**src/rtl/sap_pkg.sv**
```systemverilog
// Shared definitions for the SAP program-RAM loading path.
//
// Contents:
//   RAM_ADDR_W / RAM_DATA_W : geometry of the 256 x 16-bit program RAM
//   loader_state_t          : loader FSM states, shared so the control unit
//                             and the bench can decode the loader state
package sap_pkg;

    localparam int RAM_ADDR_W = 8;
    localparam int RAM_DATA_W = 16;

    typedef enum logic [2:0] {
        IDLE   = 3'd0,
        RX_HI  = 3'd1,
        RX_LO  = 3'd2,
        SETUP  = 3'd3,
        STROBE = 3'd4,
        HOLD   = 3'd5,
        DONE   = 3'd6
    } loader_state_t;

endpackage

```
**src/rtl/ram_program_loader.sv**
```systemverilog
// Program RAM loader.
//
// Pairs bytes from a valid/ready byte stream (high byte first) into 16-bit
// words and writes WORD_COUNT of them into the program RAM through its
// programming port, starting at START_ADDRESS. The RAM write-enable is
// edge-triggered, so every word goes through SETUP (address/data stable,
// we low), STROBE (we high for one cycle) and HOLD (we low, address/data
// unchanged).
//
// Ports:
//   i_clk, i_reset        : clock, synchronous active-high reset
//   i_start               : begin a load (sampled only in IDLE or DONE)
//   i_byte_valid, i_byte  : byte stream input
//   o_byte_ready          : loader takes a byte this cycle
//   o_program_mode        : RAM program mode, high for the whole load
//   o_program_address     : RAM programming address
//   o_program_data        : RAM programming data
//   o_write_enable        : RAM write strobe (RAM captures on rising edge)
//   o_busy                : load in progress
//   o_done                : load finished, held until next start or reset
//   o_word_count          : words written since the last start
module ram_program_loader
    import sap_pkg::*;
#(
    parameter int                    WORD_COUNT    = 16,
    parameter logic [RAM_ADDR_W-1:0] START_ADDRESS = 8'h00
) (
    input  logic                  i_clk,
    input  logic                  i_reset,
    input  logic                  i_start,
    input  logic                  i_byte_valid,
    input  logic [7:0]            i_byte,
    output logic                  o_byte_ready,
    output logic                  o_program_mode,
    output logic [RAM_ADDR_W-1:0] o_program_address,
    output logic [RAM_DATA_W-1:0] o_program_data,
    output logic                  o_write_enable,
    output logic                  o_busy,
    output logic                  o_done,
    output logic [8:0]            o_word_count
);

    // Count is 9 bits so a full 256-word load is representable.
    localparam logic [8:0] LAST_COUNT = 9'(WORD_COUNT);

    loader_state_t           state_reg, state_next;
    logic [RAM_ADDR_W-1:0]   addr_reg, addr_next;
    logic [RAM_DATA_W-1:0]   data_reg, data_next;
    logic [8:0]              count_reg, count_next;

    // Output flags are registered copies of a decode of the next state, so
    // every output comes straight from a flop and none depends on
    // i_byte_valid combinationally.
    logic ready_reg, ready_next;
    logic mode_reg, mode_next;
    logic we_reg, we_next;
    logic busy_reg, busy_next;
    logic done_reg, done_next;

    always_comb begin
        state_next = state_reg;
        addr_next  = addr_reg;
        data_next  = data_reg;
        count_next = count_reg;

        unique case (state_reg)
            IDLE, DONE: begin
                if (i_start) begin
                    addr_next  = START_ADDRESS;
                    count_next = 9'd0;
                    state_next = RX_HI;
                end
            end
            RX_HI: begin
                if (i_byte_valid && ready_reg) begin
                    data_next[15:8] = i_byte;
                    state_next      = RX_LO;
                end
            end
            RX_LO: begin
                if (i_byte_valid && ready_reg) begin
                    data_next[7:0] = i_byte;
                    state_next     = SETUP;
                end
            end
            SETUP: begin
                state_next = STROBE;
            end
            STROBE: begin
                state_next = HOLD;
            end
            HOLD: begin
                // Address wraps naturally at 8 bits.
                count_next = count_reg + 9'd1;
                addr_next  = addr_reg + 8'd1;
                state_next = (count_reg + 9'd1 == LAST_COUNT) ? DONE : RX_HI;
            end
            default: begin
                state_next = IDLE;
            end
        endcase

        ready_next = (state_next == RX_HI) || (state_next == RX_LO);
        busy_next  = (state_next != IDLE) && (state_next != DONE);
        mode_next  = busy_next;
        we_next    = (state_next == STROBE);
        done_next  = (state_next == DONE);
    end

    always_ff @(posedge i_clk) begin
        if (i_reset) begin
            // A partially received word is discarded and a strobe in flight
            // is dropped without producing another edge.
            state_reg <= IDLE;
            addr_reg  <= '0;
            data_reg  <= '0;
            count_reg <= '0;
            ready_reg <= 1'b0;
            mode_reg  <= 1'b0;
            we_reg    <= 1'b0;
            busy_reg  <= 1'b0;
            done_reg  <= 1'b0;
        end else begin
            state_reg <= state_next;
            addr_reg  <= addr_next;
            data_reg  <= data_next;
            count_reg <= count_next;
            ready_reg <= ready_next;
            mode_reg  <= mode_next;
            we_reg    <= we_next;
            busy_reg  <= busy_next;
            done_reg  <= done_next;
        end
    end

    assign o_byte_ready      = ready_reg;
    assign o_program_mode    = mode_reg;
    assign o_program_address = addr_reg;
    assign o_program_data    = data_reg;
    assign o_write_enable    = we_reg;
    assign o_busy            = busy_reg;
    assign o_done            = done_reg;
    assign o_word_count      = count_reg;

endmodule

```
**config.mk**
```make
export PLATFORM = sky130hd
export DESIGN_NAME = ram_program_loader
export DESIGN_NICKNAME = d
export VERILOG_FILES = /design/src/rtl/sap_pkg.sv /design/src/rtl/ram_program_loader.sv
export SDC_FILE = /design/constraint.sdc
export NUM_CORES = 1
export LEC_CHECK = 0
export CORE_MARGIN = 2
export CORE_UTILIZATION = 37
export CTS_CLUSTER_DIAMETER = 40
export DETAILED_ROUTE_END_ITERATION = 10
export HOLD_SLACK_MARGIN = 0.03
export PLACE_DENSITY = 0.68
export REMOVE_ABC_BUFFERS = 1
export SLEW_MARGIN = 20
export SYNTH_ARGS = -nofsm -noshare
export SYNTH_HDL_FRONTEND = slang
export SYNTH_SLANG_ARGS = --single-unit
```
**constraint.sdc**
```tcl
create_clock -name i_clk -period 1.9 [get_ports i_clk]
set_input_delay 0.38 -clock i_clk [delete_from_list [all_inputs] [get_ports i_clk]]
set_output_delay 0.38 -clock i_clk [all_outputs]
set_load 0.05 [all_outputs]
```
==> out/results.ini, run 1 <==
[run_status]
status = finished clean

[finish]
fin_nets = 273
largest_reg_flops = 16
instances_no_fill = 314
insertedDiodeCount = 0
drive_gt1_share_pct = 18.08
nFillCells = 455
areaGrowthSynthToFinish_pct = 36.82
stdcell_area_um2 = 2441
post-route-util_pct = 52.03

[power_and_ir_drop]
comb_power_share_pct = 9.5
internal-power_w = 0.001382
switchingPower_w = 0.0003978
cellPowerDensity_nw_per_um2 = 729.3
sw_frac_of_total_pct = 22.34
vdd_drop_max_mv = 0.4403
cellLeakagePower_nw = 0.9167
power_frac_seq_pct = 48.4
power_w = 0.001780
clkPwrFrac_pct = 42.2

[setup_path]
cp-end-kind = output port
path_max_fanout = 3
max_stage_delay_ps = 810
cp_num_buf_inv = 1
worstSetupPathType = reg2out
critPathLaunchType = register
critical_path.top_delay_family = buffers and inverters
path_cells = clkdlybuf4s50_1
slowest_stage = clkdlybuf4s50_1
critPathArrivalTime_ps = 1450
critical_path_required_ps = 1520

[cts]
cts_buffers = 5
clk_path_buf_depth = 2
cts.sinks = 40
root_buffer = clkbuf_8
cts_tree = done
cts_hold_buf = 0
clock_latency_ps = 290
htreeDepth = 2
clkTransAtPathRegs_ps = 70

[die]
ioPinCount = 50
initial_core_util_pct = 38.03
dieArea_um2 = 5393
core-area_um2 = 4692
rows = 25
fp.dieH_um = 73.44
die_w_um = 73.44

[timing]
finClkSkew_ps = 7.990
worst_pin_slew_ps = 521.0
hold_viol_final = 0
slew_headroom_pct = 65.16
layout_setup_ws_ps = 74.65
setup_viol = 0
fin_crit_ps = 1825
rsz0062_at_grt = no
max_freq_mhz = 547.8
period_share_pct = 96.07
drv_slew = 0

[drt]
wirelength_um = 4077
first_iter_violations = 83
drcViolationCount = 0
drt-pass1-iter-count = 4
wl_per_cell_um = 12.98
vias = 1611
antenna_left = 0
viasPerCell = 5.131

[place]
placed_cells = 306
post-place-ws_ps = -19.69
place_area_um2 = 2312
port-buffer-count = 49
gp_congestion = 0.7404
dp_hpwl_um = 2877

[synthesis]
synth_top_cell_by_area = dfxtp_1
synth_fa_ha_area_share_pct = 1.403
ys_types = 38
seq_area_frac_synth_pct = 44.88
syn-instance-count = 208
synth_edf_count = 0
async_reset_ff_share_pct = 0
syn-cell-area_um2 = 1784
synth_top_flop_cell = dfxtp_1
ys_warn_count = 0
synth_compound_area_share_pct = 12.69
synth.area.top_cells = dfxtp_1, mux2i_1, nor2_1
ys_ff_latch = 40
post_synth.cell_area_avg_um2 = 8.578
synth_xor_area_share_pct = 0.4909
synth-simple-area-share_pct = 24.40
synthMuxAreaShare_pct = 11.43
synth_top_family_by_area = simple AND/OR/NAND/NOR gates
synth_top_area_share_pct = 44.88

[global_routing]
grt.total_usage_pct = 15.79
grt_busiest_layer = met2
grt_pass1_wl_um = 6582
first_global_vias = 1414
use_met1_pct = 20.97
antenna_found_initial = 0
grt_max_degree = 38
met3_usage_pct = 5.075
use_met2_pct = 23.71
grt_overflow = 0

[job]
drv_cap = 0

[worst_hold_path]
hold_class = reg2reg

-- worst paths after layout --
kind                        startpoint              endpoint  slack [ps]  cells after the start
hold / removal       o_program_data[8]     o_program_data[8]         500                      2
setup / recovery  o_program_address[7]  o_program_address[7]          70                      1
hold reg to reg      o_program_data[8]     o_program_data[8]         500                      2
setup reg to reg       o_word_count[1]                o_done         160                      6
-- power by group through the flow --
stage                     Sequential, W  Clock [W]  Combinational [W]
after global routing           0.000863   0.000813           0.000183
after global placement         0.000880          0           0.000169
after CTS                      0.000860   0.000770           0.000169
after detailed placement       0.000880          0           0.000169
final                          0.000861   0.000751           0.000168
after floorplan                0.000916          0          0.0000479
-- cells by family (layout without fill, tap and decap cells) --
kind of cell,after synthesis,after routing
AND/OR/NAND/NOR,90,90
flip-flops,40,40
AO/OA/AOI/OAI,38,38
multiplexers,20,20
buffers and inverters,17,69
adder cells (fa/ha/maj),2,2
XOR/XNOR,1,1
-- routing by layer --
layer	part of all wire, %	up-vias
met5	0	-
met4	1.6	0
met3	3.6	6
met2	47	25
met1	47	757
li1	-	823
-- synth_stat cells (all sizes together) (4+ instances only) --
master / n
mux2i: 17
nor2: 40
a21oi: 16
nand2: 13
dfxtp: 40
nor2b: 4
clkbuf: 6
buf: 10
nand3: 10
a31oi: 5
and2: 4
o21ai: 7
a211oi: 5
-- cell type report --
type	count	area, um2	share of cell area [%]
multi-input combinational	151	900.9	36.90
tap	54	67.56	2.768
sequential	40	802.0	32.85
timing repair buffer	60	540.5	22.14
inverter	1	3.754	0.1538
clock buffer	7	96.34	3.947
clock inverter	1	30.03	1.230
-- through the flow --
step / TNS (ps) / hold slack [ps]
6_report: 0 / 497.0
3_3_place_gp: 0 / 472.7
2_1_floorplan: -4255 / 449.1
4_1_cts: 0 / 504.3
3_5_place_dp: -47.04 / 486.0
5_1_grt: 0 / 523.0
-- timing repair --
action | 4_1_cts | 5_1_grt
setup buffers | 0 | 0
endpoints found under the setup margin | 0 | 2
gates resized for setup | 0 | 2
-- placed cells by master, fill, tap and decap left out --
master / Yosys / routed
clkbuf_8: 0 / 7
o22ai_2: 1 / 1
and3b_1: 1 / 1
o22ai_1: 2 / 2
buf_12: 0 / 1
dfxtp_2: 0 / 1
xnor2_1: 1 / 1
nand4b_1: 1 / 1
or3_1: 1 / 1
and2_2: 0 / 1
and4_1: 1 / 1
a21oi_1: 16 / 16
buf_4: 1 / 28
bufinv_16: 0 / 1
nor2_1: 40 / 40
or4_4: 1 / 1
mux2i_1: 17 / 17
nor2b_1: 3 / 3
nor3b_1: 1 / 1
inv_1: 1 / 1
and2_1: 4 / 3
nand2_1: 13 / 13
nor3_1: 2 / 2
nor2b_2: 1 / 1
nand4_1: 1 / 1
a31oi_1: 5 / 5
o21ai_0: 7 / 7
ha_1: 2 / 2
nor4_1: 1 / 1
nand3_1: 10 / 10
mux2_2: 3 / 3
o21bai_1: 1 / 1
o21ba_2: 1 / 1
and3_1: 3 / 3
nand3b_1: 3 / 3
nand2b_1: 2 / 2
clkdlybuf4s50_1: 0 / 31
dfxtp_1: 40 / 39
a211oi_1: 5 / 5
or2_2: 1 / 1
(Power assumes the default switching activity.)
==> run 2, diff against run 1 <==
- CORE_ASPECT_RATIO: unset -> 1.75
==> out/results.ini, run 2 (synthesis gave the netlist of run 1 again) <==
[die]
ioPinCount = 50
die_w_um = 56.50
rows = 33
initial_core_util_pct = 38.24
dieArea_um2 = 5416
core-area_um2 = 4666
fp.dieH_um = 95.87

[drt]
antenna_left = 0
drt-pass1-iter-count = 4
viasPerCell = 5.159
wl_per_cell_um = 13.11
wirelength_um = 4116
vias = 1620
drcViolationCount = 0
first_iter_violations = 32

[setup_path]
slowest_stage = clkdlybuf4s50_1
critical_path.top_delay_family = buffers and inverters
critPathArrivalTime_ps = 1450
max_stage_delay_ps = 820
path_max_fanout = 2
worstSetupPathType = reg2out
critical_path_required_ps = 1520
path_cells = clkdlybuf4s50_1
cp_num_buf_inv = 1
critPathLaunchType = register
cp-end-kind = output port

[timing]
hold_viol_final = 0
fin_crit_ps = 1835
drv_slew = 0
layout_setup_ws_ps = 65.29
max_freq_mhz = 545.0
rsz0062_at_grt = no
worst_pin_slew_ps = 518.9
period_share_pct = 96.56
finClkSkew_ps = 6.128
hold_slack_ps = 498.1
setup_viol = 0
slew_headroom_pct = 65.30

[place]
port-buffer-count = 49
place_area_um2 = 2327
dp_hpwl_um = 2974
post-place-ws_ps = 9.043
gp_congestion = 0.8115

[cts]
cts_resized = 0
htreeDepth = 2
clk_path_buf_depth = 2
root_buffer = clkbuf_8
cts.sinks = 40
clkTransAtPathRegs_ps = 80
cts_hold_buf = 0
clock_latency_ps = 290
cts_buffers = 5
cts_setup_buffers = 0
cts_tree = done

[finish]
multi_input_area_um2 = 904.6
insertedDiodeCount = 0
post-route-util_pct = 52.29
drive_gt1_share_pct = 19.08
layout_commonest_cell = nor2_1
final_cell_mix = nor2_1, dfxtp_1, buf_4
largest_reg_flops = 16
fin_nets = 275
final-seq-area_um2 = 802.0
areaGrowthSynthToFinish_pct = 36.75
stdcell_area_um2 = 2440
nFillCells = 447

[run_status]
status = finished clean

[power_and_ir_drop]
cellLeakagePower_nw = 0.9202
cellPowerDensity_nw_per_um2 = 707.0
power_w = 0.001725
vdd_drop_max_mv = 0.6668

[global_routing]
grt_max_degree = 38
grt_pass1_wl_um = 6803
antenna_found_initial = 0
first_global_vias = 1523
grt_overflow = 0
grt.total_usage_pct = 16.07

[job]
drv_cap = 0

[worst_hold_path]
hold_class = reg2reg

[run 2: changes by cell type in the layout (fill, tap and decap cells not counted)]
cell and delta:
and2_2 -1, clkinvlp_4 +1, nor3b_2 +1, and2_1 +1, buf_4 +3, clkbuf_8 -2
clkdlybuf4s50_1 -1, clkinv_2 +1, nor3b_1 -1
[run 2: layout make-up]
type	instances	share of cell area (%)
Multi-Input combinational cell	151	37.08
Sequential cell	40	32.87
Timing Repair Buffer	62	22.67
Clock buffer	5	2.821
Tap cell	52	2.667
Clock inverter	3	1.744
Inverter	1	0.1538
[run 2: final timing paths]
kind                          start                 to  slack [ps]  cells after the start
setup / recovery  o_program_data[8]  o_program_data[8]          70                      1
hold / removal    o_program_data[0]  o_program_data[0]         500                      2
setup reg to reg    o_word_count[3]             o_busy         120                      5
hold reg to reg   o_program_data[0]  o_program_data[0]         500                      2
[run 2: metrics by stage]
step	instances	TNS (ps)
2_1_floorplan	192	-4255
3_3_place_gp	306	0
3_5_place_dp	306	0
4_1_cts	314	0
5_1_grt	314	0
6_report	314	0
[run 2: power breakdown]
part | total [W] | leakage, nW | internal, W | switching, W
clock | 0.000691 | 0.0541 | 0.000389 | 0.000302
sequential | 0.000856 | 0.324 | 0.000850 | 0.00000677
combinational | 0.000177 | 0.542 | 0.0000723 | 0.000105
total | 0.00172 | 0.920 | 0.00131 | 0.000414
[run 2: layer usage]
layer  up-vias  wire length, um  share of wire, %  track usage (%)
li1        825                -                 -                -
met2        52             2041                50            27.23
met1       731             1704                41            17.49
met3        12              233               5.7            4.704
met5         -                0                 0                0
met4         0              137               3.3            9.722
[run 2: worst reg2reg max path, cell delays in order, from the launching register on]
cell and delay (ps):
dfxtp_1 520, and4_1 290, and2_1 180, a31oi_1 170, nor3_1 350, a31oi_1 150
==> run 3, diff against run 2 <==
- CAP_MARGIN: unset -> 20
==> results of run 3 <==
The final DEF is identical to that of run 2; final timing and power are the same.
